**config.mk**
```make
export PLATFORM = sky130hd
export DESIGN_NAME = rr_priority_arb
export DESIGN_NICKNAME = d
export VERILOG_FILES = /design/src/rtl/rr_priority_arb.sv
export SDC_FILE = /design/constraint.sdc
export NUM_CORES = 1
export LEC_CHECK = 0
export CORE_UTILIZATION = 39
export CTS_CLUSTER_SIZE = 40
export DETAILED_ROUTE_END_ITERATION = 8
export HOLD_SLACK_MARGIN = 0.08
export PLACE_DENSITY = 0.61
export SLEW_MARGIN = 40
export SYNTH_ARGS = -nofsm -noshare
export SYNTH_HDL_FRONTEND = slang
export SYNTH_SLANG_ARGS = --single-unit
```
**constraint.sdc**
```tcl
create_clock -name clk -period 3.65 [get_ports clk]
set_clock_uncertainty 0.2 [all_clocks]
set_input_delay 0.73 -clock clk [delete_from_list [all_inputs] [get_ports clk]]
set_output_delay 0.73 -clock clk [all_outputs]
set_load 0.03 [all_outputs]
```
**src/rtl/rr_priority_arb.sv**
```systemverilog
// Round-robin arbiter: rotating-pointer search over N request lines, registered grant with valid/ready.
// Latency: request seen in an idle cycle gives a valid grant on the next cycle; one grant per cycle when ready stays high.
// Backpressure: with ready low the grant is frozen (never withdrawn); the pointer advances only on valid & ready.
//
// Ports:
//   clk        rising-edge clock
//   rst        synchronous active-high reset (discards any pending grant)
//   req[N]     level-sensitive request vector, bit i = requester i
//   ready      downstream accepts the current grant this cycle
//   valid      grant_idx/grant_oh carry a valid grant
//   grant_idx  index of the granted requester
//   grant_oh   one-hot of grant_idx, all-zero when valid is low
//   none       the last selection cycle found no request
module rr_priority_arb #(
  parameter int N = 8,
  parameter int K = $clog2(N)
) (
  input  logic         clk,
  input  logic         rst,
  input  logic [N-1:0] req,
  input  logic         ready,
  output logic         valid,
  output logic [K-1:0] grant_idx,
  output logic [N-1:0] grant_oh,
  output logic         none
);

  logic [K-1:0] ptr;
  logic [K-1:0] start;
  logic [N-1:0] masked;
  logic [K-1:0] idx_masked;
  logic [K-1:0] idx_all;
  logic [K-1:0] sel_idx;
  logic         sel_found;

  logic [K-1:0] ptr_nxt;
  logic         valid_nxt;
  logic [K-1:0] idx_nxt;
  logic [N-1:0] oh_nxt;
  logic         none_nxt;

  // Lowest-index-first priority encoder; the descending loop lets the
  // lowest set bit overwrite any higher one.
  function automatic logic [K-1:0] pri_enc(input logic [N-1:0] v);
    logic [K-1:0] idx;
    idx = '0;
    for (int i = N - 1; i >= 0; i--) begin
      if (v[i]) begin
        idx = K'(i);
      end
    end
    return idx;
  endfunction

  // Search start: the stored pointer while idle, otherwise the slot after
  // the grant being accepted. The K-bit add wraps N-1 to 0 naturally.
  // When valid & !ready the selection result is unused.
  assign start = valid ? grant_idx + K'(1) : ptr;

  // Keep only requesters at or above the start position; if none remain,
  // fall back to the full vector, which wraps the search below the start.
  assign masked     = req & ({N{1'b1}} << start);
  assign idx_masked = pri_enc(masked);
  assign idx_all    = pri_enc(req);
  assign sel_found  = |req;
  assign sel_idx    = (|masked) ? idx_masked : idx_all;

  always_comb begin
    ptr_nxt   = ptr;
    valid_nxt = valid;
    idx_nxt   = grant_idx;
    oh_nxt    = grant_oh;
    none_nxt  = none;
    // A selection happens when idle or when the current grant is accepted;
    // otherwise everything holds.
    if (!valid || ready) begin
      if (valid) begin
        ptr_nxt = start;
      end
      if (sel_found) begin
        valid_nxt = 1'b1;
        idx_nxt   = sel_idx;
        oh_nxt    = {{(N-1){1'b0}}, 1'b1} << sel_idx;
        none_nxt  = 1'b0;
      end else begin
        valid_nxt = 1'b0;
        oh_nxt    = '0;
        none_nxt  = 1'b1;
      end
    end
  end

  always_ff @(posedge clk) begin
    if (rst) begin
      ptr       <= '0;
      valid     <= 1'b0;
      grant_idx <= '0;
      grant_oh  <= '0;
      none      <= 1'b1;
    end else begin
      ptr       <= ptr_nxt;
      valid     <= valid_nxt;
      grant_idx <= idx_nxt;
      grant_oh  <= oh_nxt;
      none      <= none_nxt;
    end
  end

endmodule

```
==> flow_summary.json, run 1 <==
{
  "outcome": "completed",
  "drtAntennaViolNets": 0,
  "synthTopCellsByArea": "dfxtp_1, a21oi_1, nand2_1, nor2_1, o31ai_1",
  "synthCells": 129,
  "power_mw": 0.4969,
  "hold_path.class": "reg2reg",
  "synth_common_cells": "dfxtp_1, nand2_1, nor2_1, a21oi_1, o31ai_1",
  "insertion_delay_ns": 0.28,
  "syn_nets": 141,
  "dieArea_um2": 2880,
  "drt-wirelength-per-cell_um": 14.65,
  "wl_um": 2666,
  "ys_warn_count": 0,
  "crit_path_start": "req[2]",
  "cts_tree": "done",
  "fill_cells": 251,
  "grt_use_total": 0.2007,
  "path_max_fanout": 6,
  "pwr_density_cell_nw_per_um2": 378.6,
  "reg2reg_from": "grant_idx[0]",
  "die_h_um": 53.67,
  "synth.avg_cell_area_um2": 8.070,
  "drtPass1Iterations": 4,
  "path_clk_slew_ns": 0.09,
  "synth_top_family_by_area": "compound AO/OA/AOI/OAI gates",
  "io_buffers": 23,
  "initial_core_util": 0.4164,
  "synth_area_um2": 1041,
  "ir_drop_mv": 0.2681,
  "met2_usage": 0.3148,
  "rsz0062_at_grt": "no",
  "ys_async_sr_fraction": 0,
  "synth-xor-area-share": 0.01563,
  "place_area_um2": 1276,
  "hold-worst-slack_ns": 0.2547,
  "vias": 1062,
  "start_kind": "primary input",
  "die_w_um": 53.67,
  "synth_mux_area_frac": 0.03125,
  "synth_compound_area_frac": 0.3161,
  "stdcell_count": 182,
  "overflow": 0,
  "synth_area_leader_cell": "dfxtp_1",
  "setup_violations": 0,
  "required_ns": 3.65,
  "drt-initial-drc-count": 28,
  "busiest_layer": "met2",
  "grt_use_met1": 0.2806,
  "synth_fa_ha_area_frac": 0.01202,
  "final_util": 0.5250,
  "crit_path_end_kind": "flop",
  "relSlewSlack": 0.6156,
  "dp.cells": 178,
  "tns_ns": 0,
  "area_growth_syn_to_layout_pct": 26.08,
  "finalMaxSlewViolations": 0,
  "grt_pass1_vias": 940,
  "htree_levels": 1,
  "antenna_found_initial": 0,
  "synth_seq_cells": 16,
  "drv_cap": 0,
  "viasPerCell": 5.835,
  "postCtsSetupBuffers": 0,
  "critPathKind": "in2reg",
  "cts_sinks": 16,
  "grt_max_degree": 21,
  "fin_ws_ns": 0.8947,
  "worstMarginPinSlew_ns": 0.5759,
  "yosys.area_share.simple": 0.2680,
  "synth_edf_count": 0,
  "yosysTopAreaCellShare": 0.3077,
  "synth_ff_type": "dfxtp_1",
  "yosysMostFrequentCell": "dfxtp_1",
  "grt_pass1_wl_um": 4271,
  "period_minus_slack_ns": 2.755,
  "pre_cts_slack_ns": 0.6208,
  "cts_buffers": 3,
  "design.core.area_um2": 2500,
  "rrSetupSlack_ns": 0.99,
  "hold_violations": 0,
  "yosysUniqueCellTypes": 45,
  "cts.hold.buffers_added": 0,
  "diodes": 0,
  "grtUsageMet3": 0.03107,
  "p_leak_nw": 0.4888,
  "hpwl_um": 2046,
  "boundaryPins": 24,
  "cts_buffer_depth": 2,
  "cp.arrival_ns": 2.75,
  "min-delay-start": "none",
  "fmax_mhz": 362.9,
  "post_cts_resized": 0,
  "fin_area_um2": 1313,
  "place.gp.congestion": 0.8438,
  "ys_seq_area_frac": 0.3077,
  "cts_root_buf": "clkbuf_4",
  "row_count": 18,
  "drt_drc_violations_left": 0,
  "nets": 165,
  "post-route-period-util": 0.7549,
  "drive_gt1_frac": 0.05921
}
[cells in the final DEF (no fill, tap or decap), types with 2 or more instances in the layout]
| master | synthesis | layout |
|---|---|---|
| a21oi_1 | 12 | 12 |
| a2bb2oi_1 | 2 | 2 |
| or2_2 | 2 | 2 |
| nand3b_1 | 2 | 2 |
| nor2_1 | 14 | 14 |
| o21a_1 | 2 | 2 |
| nor4_1 | 2 | 2 |
| a211oi_1 | 2 | 2 |
| clkdlybuf4s50_1 | 0 | 23 |
| o32ai_1 | 2 | 2 |
| a21o_1 | 3 | 3 |
| and2_1 | 3 | 3 |
| a32o_1 | 4 | 4 |
| dfxtp_1 | 16 | 16 |
| nor2b_1 | 2 | 2 |
| o31ai_1 | 6 | 6 |
| nand3_1 | 2 | 2 |
| nand2b_1 | 4 | 4 |
| nor3_1 | 3 | 3 |
| or2b_1 | 2 | 2 |
| inv_1 | 5 | 5 |
| clkbuf_4 | 0 | 3 |
| nand2_1 | 15 | 15 |
[flip-flops by register name, indices dropped and copies added (netlist names)]
signal     count
valid          1
grant_oh       8
ptr            3
grant_idx      3
none           1
[worst max-delay path, stage by stage]
cell	delay (ns)
clkdlybuf4s50_1	0.49
a21boi_0	0.18
a221oi_1	0.43
a21o_1	0.19
a21oi_1	0.12
or3_1	0.42
o31ai_1	0.20
[where the power goes]
group	total, mW	internal, mW	switching (mW)
logic	0.179	0.0770	0.102
registers	0.204	0.188	0.0157
clock network	0.114	0.0606	0.0531
total	0.497	0.326	0.171
[final timing paths]
path	to	depth (start not counted)
setup / recovery	grant_oh[5]	7
hold / removal	none	2
setup reg to reg	grant_oh[5]	7
hold reg to reg	none	2
[layout make-up]
| type | count | area [µm²] | area share |
|---|---|---|---|
| multi-input cells | 104 | 669.4 | 0.5100 |
| flip-flops and latches | 16 | 320.3 | 0.2440 |
| well taps | 30 | 37.54 | 0.02860 |
| repair buffers | 23 | 230.2 | 0.1754 |
| clock buffers | 4 | 36.28 | 0.02765 |
| inverters | 5 | 18.77 | 0.01430 |
[kinds of logic (layout without fill, tap and decap cells)]
family | after synthesis | in the layout
and+or+nand+nor | 55 | 55
AOI/OAI and AO/OA | 45 | 45
DFF | 16 | 16
buffers and inverters | 9 | 32
muxes | 2 | 2
adders and majority gates | 1 | 1
xor gates and xnor gates | 1 | 1
[routing by layer]
| layer | share of wire | routed length (µm) | up-vias |
|---|---|---|---|
| met5 | 0 | 0 | - |
| met4 | 0.010 | 27 | 0 |
| met3 | 0.030 | 81 | 4 |
| met2 | 0.47 | 1247 | 18 |
| met1 | 0.49 | 1310 | 507 |
| li1 | - | - | 533 |
(Power assumes the default switching activity.)
==> inputs of run 2 (changes only) <==
PLACE_DENSITY = 0.63   (was 0.61)
clock period = 2.2 ns   (was 3.65 ns; I/O delays follow)
==> flow_summary.json, run 2 (synthesis gave the netlist of run 1 again) <==
{
  "fill_cells": 217,
  "design.core.area_um2": 2500,
  "drtAntennaViolNets": 0,
  "critPathKind": "in2reg",
  "place.gp.congestion": 0.8234,
  "required_ns": 2.19,
  "vias": 1182,
  "drt-wirelength-per-cell_um": 14.31,
  "insertion_delay_ns": 0.29,
  "wl_um": 3048,
  "grt_pass1_wl_um": 4795,
  "p_leak_nw": 0.6708,
  "power_mw": 0.9472,
  "cts_root_buf": "clkbuf_4",
  "hold_path.class": "reg2reg",
  "relSlewSlack": 0.6920,
  "fmax_mhz": 440.8,
  "cts.hold.buffers_added": 0,
  "drt-initial-drc-count": 11,
  "crit_path_start": "req[6]",
  "reg2reg_from": "grant_idx[0]",
  "outcome": "complete, but fails checks",
  "worst_r2r_path_depth": 9,
  "die_w_um": 53.67,
  "drv_cap": 0,
  "ir_drop_mv": 0.4475,
  "nets": 196,
  "fin_ws_ns": -0.06879,
  "setup_violations": 9,
  "diodes": 0,
  "post-route-period-util": 1.031,
  "start_kind": "primary input",
  "htree_levels": 1,
  "period_minus_slack_ns": 2.269,
  "pwr_density_cell_nw_per_um2": 573.1,
  "rsz0062_at_grt": "yes",
  "boundaryPins": 24,
  "pre_cts_slack_ns": -0.4371,
  "overflow": 0,
  "io_buffers": 23,
  "grt_max_degree": 10,
  "grt_use_total": 0.2305,
  "r2r-end": "grant_oh[0]",
  "path_clk_slew_ns": 0.09,
  "layout_common_cells": "buf_4, clkdlybuf4s50_1, nand2_1",
  "drtPass1Iterations": 4,
  "cts_buffers": 3,
  "rrSetupSlack_ns": -0.07,
  "top_register": "grant_oh",
  "row_count": 18,
  "initial_core_util": 0.4164,
  "violations": "setup timing",
  "dieArea_um2": 2880,
  "path_max_fanout": 7,
  "cts_tree": "done",
  "antenna_found_initial": 0,
  "endpoint": "grant_oh[0]",
  "layout_commonest_cell": "buf_4",
  "viasPerCell": 5.549,
  "reg_top3": "grant_oh x8, grant_idx x3, ptr x3",
  "finalMaxSlewViolations": 0,
  "hpwl_um": 2334,
  "fin_area_um2": 1653,
  "grt_pass1_vias": 1162,
  "min-delay-start": "grant_oh[1]",
  "drt_drc_violations_left": 0,
  "cp.arrival_ns": 2.26,
  "crit_path_end_kind": "flop",
  "area_growth_syn_to_layout_pct": 58.77,
  "place_area_um2": 1511,
  "worstMarginPinSlew_ns": 0.4621,
  "largest_register_ffs": 8,
  "cts_buffer_depth": 2,
  "drive_gt1_frac": 0.3005,
  "hold_violations": 0,
  "die_h_um": 53.67,
  "cts_sinks": 16
}
[run 2: changes by cell type in the layout (fill, tap and decap cells not counted), moves of 2 or more]
cell / delta
buf_4: +30
dfxtp_1: -3
dfxtp_2: +2
o31ai_1: -2
o31ai_2: +2
[run 2: worst min path at each step]
stage	endpoint	slack (ns)	cells past startpoint
6_report	grant_oh[1]	0.26	2
3_5_place_dp	grant_oh[7]	0.25	2
2_1_floorplan	ptr[1]	0.28	2
3_3_place_gp	grant_oh[3]	0.24	2
5_1_grt	grant_oh[1]	0.28	2
4_1_cts	grant_oh[7]	0.26	2
[run 2: report_power, final]
group          switching, mW  leakage (nW)  internal, mW
combinational          0.208         0.518         0.208
sequential            0.0219         0.132         0.314
clock                 0.0939        0.0210         0.101
total                  0.324         0.671         0.623
[run 2: area by class of cell]
cell class / instances / area, µm² / share of cell area
multi-input cells: 105 / 775.7 / 0.4693
repair buffers: 53 / 457.9 / 0.2771
flip-flops and latches: 16 / 326.6 / 0.1976
well taps: 30 / 37.54 / 0.02271
clock buffers: 4 / 36.28 / 0.02195
inverters: 5 / 18.77 / 0.01136
[run 2: worst max-delay path, stage by stage]
cell             delay [ns]
clkdlybuf4s50_1        0.53
nand2b_1               0.20
a21oi_1                0.16
o21bai_1               0.07
a21oi_1                0.40
mux2i_4                0.17
a32o_1                 0.28
[run 2: timing repair]
action,in CTS,in global routing
resized for setup,4,9
setup endpoints to repair,9,12
buffers inserted,2,3
pin swaps,5,9
gates cloned,1,0
[run 2: through the flow]
stage	setup TNS (ns)	cells	hold slack, ns	utilization
3_3_place_gp	-3.703	204	0.2402	0.6046
5_1_grt	-1.368	213	0.2790	0.6612
4_1_cts	-0.3618	211	0.2629	0.6376
3_5_place_dp	-4.135	204	0.2467	0.6046
2_1_floorplan	0	129	0.2826	-
6_report	-0.3357	213	0.2623	0.6612
[run 2: routing by layer]
layer,global-route usage,up-vias,share of wire
met5,0,-,0
met4,0.09649,0,0.021
met3,0.03390,7,0.027
met2,0.4300,24,0.49
met1,0.2547,560,0.46
li1,-,591,-
